File: config.mk
export PLATFORM = sky130hd
export DESIGN_NAME = alu_ctrl_fsm
export DESIGN_NICKNAME = d
export VERILOG_FILES = /design/src/rtl/alu_ctrl_fsm.sv
export SDC_FILE = /design/constraint.sdc
export NUM_CORES = 1
export LEC_CHECK = 0
export CORE_MARGIN = 3
export CORE_UTILIZATION = 47
export CTS_CLUSTER_DIAMETER = 50
export DETAILED_ROUTE_END_ITERATION = 6
export GPL_ROUTABILITY_DRIVEN = 1
export PLACE_DENSITY = 0.82
export SLEW_MARGIN = 10
export SYNTH_ARGS = -nofsm -noshare
export SYNTH_HDL_FRONTEND = slang
export SYNTH_SLANG_ARGS = --single-unit
File: constraint.sdc
create_clock -name clk -period 3.69 [get_ports clk]
set_input_delay 0.9225 -clock clk [delete_from_list [all_inputs] [get_ports clk]]
set_output_delay 0.9225 -clock clk [all_outputs]
set_load 0.005 [all_outputs]
File: src/rtl/alu_ctrl_fsm.sv
// RV32I multicycle control sequencer: FETCH/DECODE/EXEC/MEM/WB driving ALU op, operand muxes and strobes.
// Optional ALU_CTRL_ILLEGAL_TRAP_EN: illegal encodings lock into TRAP with the illegal output held high.
module alu_ctrl_fsm #(
  parameter int unsigned TIMEOUT = 15
) (
  input  logic        clk,
  input  logic        rst_n,
  input  logic [31:0] instr,
  output logic        imem_req,
  input  logic        imem_ack,
  output logic        dmem_req,
  output logic        dmem_we,
  input  logic        dmem_ack,
  input  logic        alu_zero,
  input  logic        alu_lt,
  output logic [3:0]  aluop,
  output logic        alumux1_sel,
  output logic        alumux2_sel,
  output logic [2:0]  imm_sel,
  output logic        ir_we,
  output logic        reg_we,
  output logic [1:0]  wb_sel,
  output logic [1:0]  pc_sel,
  output logic        pc_we,
  output logic        mem_timeout
`ifdef ALU_CTRL_ILLEGAL_TRAP_EN
  ,
  output logic        illegal
`endif
);

  localparam logic [6:0] OP_R      = 7'b0110011;
  localparam logic [6:0] OP_I      = 7'b0010011;
  localparam logic [6:0] OP_LUI    = 7'b0110111;
  localparam logic [6:0] OP_AUIPC  = 7'b0010111;
  localparam logic [6:0] OP_LOAD   = 7'b0000011;
  localparam logic [6:0] OP_STORE  = 7'b0100011;
  localparam logic [6:0] OP_BRANCH = 7'b1100011;
  localparam logic [6:0] OP_JAL    = 7'b1101111;
  localparam logic [6:0] OP_JALR   = 7'b1100111;

  localparam logic [3:0] AOP_ADD   = 4'b0000;
  localparam logic [3:0] AOP_SUB   = 4'b0001;
  localparam logic [3:0] AOP_SLT   = 4'b0011;
  localparam logic [3:0] AOP_SLTU  = 4'b0100;
  localparam logic [3:0] AOP_PASSB = 4'b1111;

  localparam logic [2:0] IMM_I = 3'd0;
  localparam logic [2:0] IMM_S = 3'd1;
  localparam logic [2:0] IMM_B = 3'd2;
  localparam logic [2:0] IMM_U = 3'd3;
  localparam logic [2:0] IMM_J = 3'd4;

  localparam logic [7:0] WAIT_LIMIT = 8'(TIMEOUT);

  typedef enum logic [2:0] {
    FETCH,
    DECODE,
    EXEC,
    MEM,
    WB
`ifdef ALU_CTRL_ILLEGAL_TRAP_EN
    ,
    TRAP
`endif
  } state_t;

  typedef enum logic [3:0] {
    C_R, C_I, C_LUI, C_AUIPC, C_LOAD, C_STORE, C_BR, C_JAL, C_JALR, C_ILL
  } cls_t;

  state_t     state, next;
  logic [6:0] op_q;
  logic [2:0] f3_q;
  logic       f7_q;
  cls_t       cls_q, cls_d;
  logic [3:0] aluop_q, aluop_d;
  logic       mux1_q, mux1_d, mux2_q, mux2_d;
  logic [2:0] imm_q, imm_d;
  logic [7:0] wcnt, wcnt_d;

  logic       ireq_c, dreq_c, dwe_c, irwe_c, regwe_c, pcwe_c, mto_c, m1_c, m2_c;
  logic [3:0] aluop_c;
  logic [2:0] imm_c;
  logic [1:0] wbsel_c, pcsel_c;
  logic       br_taken;

  logic unused_instr;
  assign unused_instr = ^{instr[31], instr[29:15], instr[11:7]};

  function automatic logic [3:0] alu_fn(input logic [2:0] f3, input logic alt);
    case (f3)
      3'b000:  alu_fn = alt ? 4'b0001 : 4'b0000;
      3'b001:  alu_fn = 4'b0010;
      3'b010:  alu_fn = 4'b0011;
      3'b011:  alu_fn = 4'b0100;
      3'b100:  alu_fn = 4'b0101;
      3'b101:  alu_fn = alt ? 4'b0111 : 4'b0110;
      3'b110:  alu_fn = 4'b1000;
      default: alu_fn = 4'b1001;
    endcase
  endfunction

  // Decode of the fields captured at the fetch ack; results are registered on leaving DECODE.
  always_comb begin
    cls_d   = C_ILL;
    aluop_d = AOP_ADD;
    mux1_d  = 1'b0;
    mux2_d  = 1'b0;
    imm_d   = IMM_I;
    case (op_q)
      OP_R: begin
        cls_d   = C_R;
        aluop_d = alu_fn(f3_q, f7_q);
      end
      OP_I: begin
        cls_d   = C_I;
        aluop_d = alu_fn(f3_q, f7_q & (f3_q == 3'b101));
        mux2_d  = 1'b1;
      end
      OP_LUI: begin
        cls_d   = C_LUI;
        aluop_d = AOP_PASSB;
        mux2_d  = 1'b1;
        imm_d   = IMM_U;
      end
      OP_AUIPC: begin
        cls_d  = C_AUIPC;
        mux1_d = 1'b1;
        mux2_d = 1'b1;
        imm_d  = IMM_U;
      end
      OP_LOAD: begin
        if (f3_q inside {3'b000, 3'b001, 3'b010, 3'b100, 3'b101}) begin
          cls_d  = C_LOAD;
          mux2_d = 1'b1;
        end
      end
      OP_STORE: begin
        if (f3_q inside {3'b000, 3'b001, 3'b010}) begin
          cls_d  = C_STORE;
          mux2_d = 1'b1;
          imm_d  = IMM_S;
        end
      end
      OP_BRANCH: begin
        if (f3_q[2:1] != 2'b01) begin
          cls_d   = C_BR;
          aluop_d = f3_q[2] ? (f3_q[1] ? AOP_SLTU : AOP_SLT) : AOP_SUB;
          imm_d   = IMM_B;
        end
      end
      OP_JAL: begin
        cls_d = C_JAL;
        imm_d = IMM_J;
      end
      OP_JALR: begin
        cls_d  = C_JALR;
        mux2_d = 1'b1;
      end
      default: ;
    endcase
  end

  // beq/bne test the zero flag, the rest the lt flag; funct3[0] inverts the sense.
  assign br_taken = f3_q[2] ? (alu_lt ^ f3_q[0]) : (alu_zero ^ f3_q[0]);

  always_comb begin
    next    = state;
    wcnt_d  = '0;
    ireq_c  = 1'b0;
    dreq_c  = 1'b0;
    dwe_c   = 1'b0;
    irwe_c  = 1'b0;
    regwe_c = 1'b0;
    pcwe_c  = 1'b0;
    mto_c   = 1'b0;
    aluop_c = '0;
    m1_c    = 1'b0;
    m2_c    = 1'b0;
    wbsel_c = 2'd0;
    pcsel_c = 2'd0;
    imm_c   = (state == DECODE) ? imm_d : imm_q;
    case (state)
      FETCH: begin
        if (imem_ack) begin
          irwe_c = 1'b1;
          next   = DECODE;
        end else if (wcnt == WAIT_LIMIT) begin
          mto_c = 1'b1;
        end else begin
          ireq_c = 1'b1;
          wcnt_d = wcnt + 8'd1;
        end
      end
      DECODE: begin
        next = EXEC;
`ifdef ALU_CTRL_ILLEGAL_TRAP_EN
        if (cls_d == C_ILL) next = TRAP;
`endif
      end
      EXEC: begin
        aluop_c = aluop_q;
        m1_c    = mux1_q;
        m2_c    = mux2_q;
        case (cls_q)
          C_LOAD, C_STORE: next = MEM;
          C_BR: begin
            pcwe_c  = 1'b1;
            pcsel_c = {1'b0, br_taken};
            next    = FETCH;
          end
          C_ILL: begin
            pcwe_c = 1'b1;
            next   = FETCH;
          end
          default: next = WB;
        endcase
      end
      MEM: begin
        aluop_c = aluop_q;
        m1_c    = mux1_q;
        m2_c    = mux2_q;
        if (dmem_ack) begin
          if (cls_q == C_STORE) begin
            pcwe_c = 1'b1;
            next   = FETCH;
          end else begin
            next = WB;
          end
        end else if (wcnt == WAIT_LIMIT) begin
          mto_c = 1'b1;
          next  = FETCH;
        end else begin
          dreq_c = 1'b1;
          dwe_c  = (cls_q == C_STORE);
          wcnt_d = wcnt + 8'd1;
        end
      end
      WB: begin
        regwe_c = 1'b1;
        pcwe_c  = 1'b1;
        next    = FETCH;
        case (cls_q)
          C_LOAD: wbsel_c = 2'd1;
          C_JAL: begin
            wbsel_c = 2'd2;
            pcsel_c = 2'd1;
          end
          C_JALR: begin
            wbsel_c = 2'd2;
            pcsel_c = 2'd2;
          end
          default: ;
        endcase
      end
`ifdef ALU_CTRL_ILLEGAL_TRAP_EN
      TRAP: next = TRAP;
`endif
      default: next = FETCH;
    endcase
  end

  always_ff @(posedge clk or negedge rst_n) begin
    if (!rst_n) begin
      state   <= FETCH;
      wcnt    <= '0;
      op_q    <= '0;
      f3_q    <= '0;
      f7_q    <= 1'b0;
      cls_q   <= C_ILL;
      aluop_q <= '0;
      mux1_q  <= 1'b0;
      mux2_q  <= 1'b0;
      imm_q   <= '0;
    end else begin
      state <= next;
      wcnt  <= wcnt_d;
      if (state == FETCH && imem_ack) begin
        op_q <= instr[6:0];
        f3_q <= instr[14:12];
        f7_q <= instr[30];
      end
      if (state == DECODE) begin
        cls_q   <= cls_d;
        aluop_q <= aluop_d;
        mux1_q  <= mux1_d;
        mux2_q  <= mux2_d;
        imm_q   <= imm_d;
      end
    end
  end

  // Outputs are Mealy on the acks; forcing them low under reset keeps imem_req quiet while held in FETCH.
  assign {imem_req, dmem_req, dmem_we, aluop, alumux1_sel, alumux2_sel, imm_sel,
          ir_we, reg_we, wb_sel, pc_sel, pc_we, mem_timeout} =
         rst_n ? {ireq_c, dreq_c, dwe_c, aluop_c, m1_c, m2_c, imm_c,
                  irwe_c, regwe_c, wbsel_c, pcsel_c, pcwe_c, mto_c} : '0;

`ifdef ALU_CTRL_ILLEGAL_TRAP_EN
  assign illegal = rst_n && (state == TRAP);
`endif

endmodule

==> key figures <==
Placed design
  – GP Congestion: 0.845
  – Dpl hpwl: 3.57 mm
  – Port bufs: 36
  – DP Area: 0.00259 sq mm

Routing
  – First-pass DRT Iterations: 4
  – WL final: 4.76 mm
  – 1st-iter DRT viols: 98
  – Vias post-DR: 1907
  – Drt wl/cell: 14.4 um
  – DRC viols: 0
  – Post-DRT Antenna Nets: 0
  – Routed vias/inst: 5.78

Floorplanning
  – Row count: 24
  – IO Pins: 58
  – Die area: 0.00554 sq mm
  – Initial Util: 0.495
  – Die H: 74.5 um
  – Die X: 74.5 um
  – Total core area: 0.00444 sq mm

CTS
  – Hold buffer count at CTS: 0
  – H-Tree Level Count: 2
  – Clock root buffer: clkbuf_8
  – CTS tree: yes
  – CTS Buf Count: 5
  – Worst-path clk slew: 80 ps
  – Clk_lat worst skew: 290 ps
  – Clock sinks: 35
  – Longest Clk Path Bufs: 2

STA
  – Worst-Margin Slew: 506 ps
  – Fin crit share: 0.936
  – Fin crit period: 3450 ps
  – Count of final setup violators: 0
  – Fin. Hold Viols: 0
  – Clock skew: 12.7 ps
  – Max Transition Viols Final: 0
  – Rel. slew slack: 0.662
  – RSZ-0062 raised after global routing: false
  – F_max: 289 MHz

Setup path
  – R2R Path Start: state[1]
  – R2r setup slk: 1980 ps
  – Startpoint class of the critical path: input pin
  – Critical Path AT: 2530 ps
  – Worst Path Required: 2770 ps
  – CP endpoint kind: output port
  – Crit Path Class: input pin to output port
  – Reg2reg end: op_q[1]
  – Crit-path max FO: 3
  – R2r worst-path depth: 3

Min path
  – HP Class: input pin to async pin

Power
  – Pwr Density: 699 mW/mm^2
  – Maximum VDD drop: 0.481 mV
  – Total Power: 1.90 mW
  – Leakage power: 1.14 nW

Final layout
  – Layout cells sized above 1: 0.122
  – Area Overhead vs Synth: 23.5%
  – Final Core Density: 0.612
  – N_diodes: 0
  – Design area: 0.00272 sq mm
  – Register area: 878 sq um
  – Footprint of the multi-input gates: 0.00120 sq mm
  – Fill cell count: 399
  – Nets: 316

Synth
  – Net Count, Synth: 281
  – Synth Warn #: 0
  – Number of synthesized flops with an enable pin: 0
  – Seq/Total Area, Yosys: 0.399
  – Synth unique cells: 62
  – Post-Synthesis Cells: 242
  – Syn_area_per_cell: 9.10 sq um
  – Synth Cell Area: 0.00220 sq mm
  – Async SR Flop Fraction: 1.00
  – Synthesis-stage register bit count: 35
  – Synth Flop Type: dfrtp_1

Status
  – Outcome: complete, no violations

Global routing
  – Largest net degree at the start of global routing: 18
  – GRT Resource Usage Total: 0.191
  – Vias in the first global route: 1742
  – Grt ovf: 0
  – Global-route wire length before repair: 8.16 mm
  – Initial antenna violation count: 0

Run
  – MaxCap Viol Count: 0
## repair_timing
action                                  4_1_cts  5_1_grt
resized for setup                             1        1
endpoints found under the setup margin        1        1
setup buffers                                 0        0
## sequential cells by signal, indices dropped and copies added (netlist names)
register,cells
wcnt,8
op_q,7
aluop_q,4
cls_q,4
f3_q,3
imm_q,3
state,3
f7_q,1
mux1_q,1
mux2_q,1
## power by group
group          total (mW)  internal [mW]  switching [mW]
registers           0.734          0.515           0.218
clock network       0.355          0.218           0.136
logic               0.813          0.396           0.416
total                1.90           1.13           0.771
## cells in the final DEF (no fill, tap or decap), drive strengths merged, types with 5 or more instances in the layout
cell type | netlist | routed
inv | 8 | 8
a31oi | 7 | 7
dfrtp | 33 | 33
buf | 12 | 10
nand2b | 8 | 8
nor3b | 5 | 5
clkdlybuf4s50 | 0 | 34
or3 | 5 | 5
nor2 | 25 | 25
nor2b | 5 | 5
mux2 | 9 | 9
o21ai | 12 | 12
and3 | 9 | 9
clkbuf | 5 | 6
nand2 | 24 | 24
a21oi | 9 | 9
## final cells by class
cell class	instances	share of cell area
Clock buffer	6	0.0304
Clock inverter	2	0.0129
Inverter	8	0.0110
Timing Repair Buffer	45	0.156
Multi-Input combinational cell	182	0.443
Sequential cell	35	0.323
Tap cell	52	0.0239
## critical path, stage by stage
cell             delay, ps
clkdlybuf4s50_1        440
or3_1                  310
a21oi_1                190
and3_1                 180
clkdlybuf4s50_1        490
## per-stage QoR
stage | hold WS (ps) | setup slack [ps] | TNS [ps] | instances
final | 465 | 235 | 0 | 330
after global routing | 473 | 110 | 0 | 330
after CTS | 460 | 52.2 | 0 | 330
after detailed placement | 470 | -2.04 | -2.04 | 322
after global placement | 453 | -16.0 | -16.0 | 322
after floorplan | 433 | 1050 | 0 | 242
## layer usage
layer | track usage | routed length [um]
met2 | 0.315 | 2420
met5 | 0 | 0
met3 | 0.0405 | 245
met4 | 0.0751 | 71
met1 | 0.246 | 2020
## Yosys cell counts (all sizes together) (2+ instances only)
cell	n	area (sq um)
nand2	24	90.1
nor4b	3	41.3
nor3	4	20.0
a32oi	2	17.5
xor2	3	26.3
a31oi	7	50.1
o21ai	12	60.1
or3b	2	17.5
mux2	9	101
nor2b	5	31.3
o41ai	2	25.0
nor2	25	93.8
nand3	4	20.0
and2	4	25.0
a21oi	9	45.0
nand2b	8	50.1
and3	9	56.3
nor4	2	12.5
xnor2	3	26.3
o31ai	2	15.0
clkbuf	5	18.8
nand4	4	25.0
or3	5	31.3
a21o	2	16.3
dfrtp	33	826
inv	8	30.0
buf	12	77.6
and3b	2	17.5
nand4b	2	32.5
mux2i	2	20.0
nor3b	5	53.8
nand3b	4	30.0
dfstp	2	52.6
## how the worst max path moves through the flow
| stage | from | to | slack [ps] | depth (start not counted) |
|---|---|---|---|---|
| 2_1_floorplan | alu_lt | pc_sel[0] | 1050 | 4 |
| 3_3_place_gp | alu_lt | pc_sel[0] | -20 | 6 |
| 3_5_place_dp | alu_zero | pc_sel[0] | -2 | 6 |
| 4_1_cts | alu_zero | pc_sel[0] | 50 | 6 |
| 5_1_grt | state[1] | dmem_we | 110 | 5 |
| 6_report | imem_ack | mem_timeout | 240 | 5 |
## cell families after synthesis
| kind of cell | synth area share |
|---|---|
| flops | 0.399 |
| mux | 0.0551 |
| fa+ha+maj | 0.00568 |
| xor+xnor | 0.0239 |
| simple gates | 0.306 |
| buf+inv | 0.0574 |
| compound gates | 0.153 |
(Power assumes the default switching activity.)
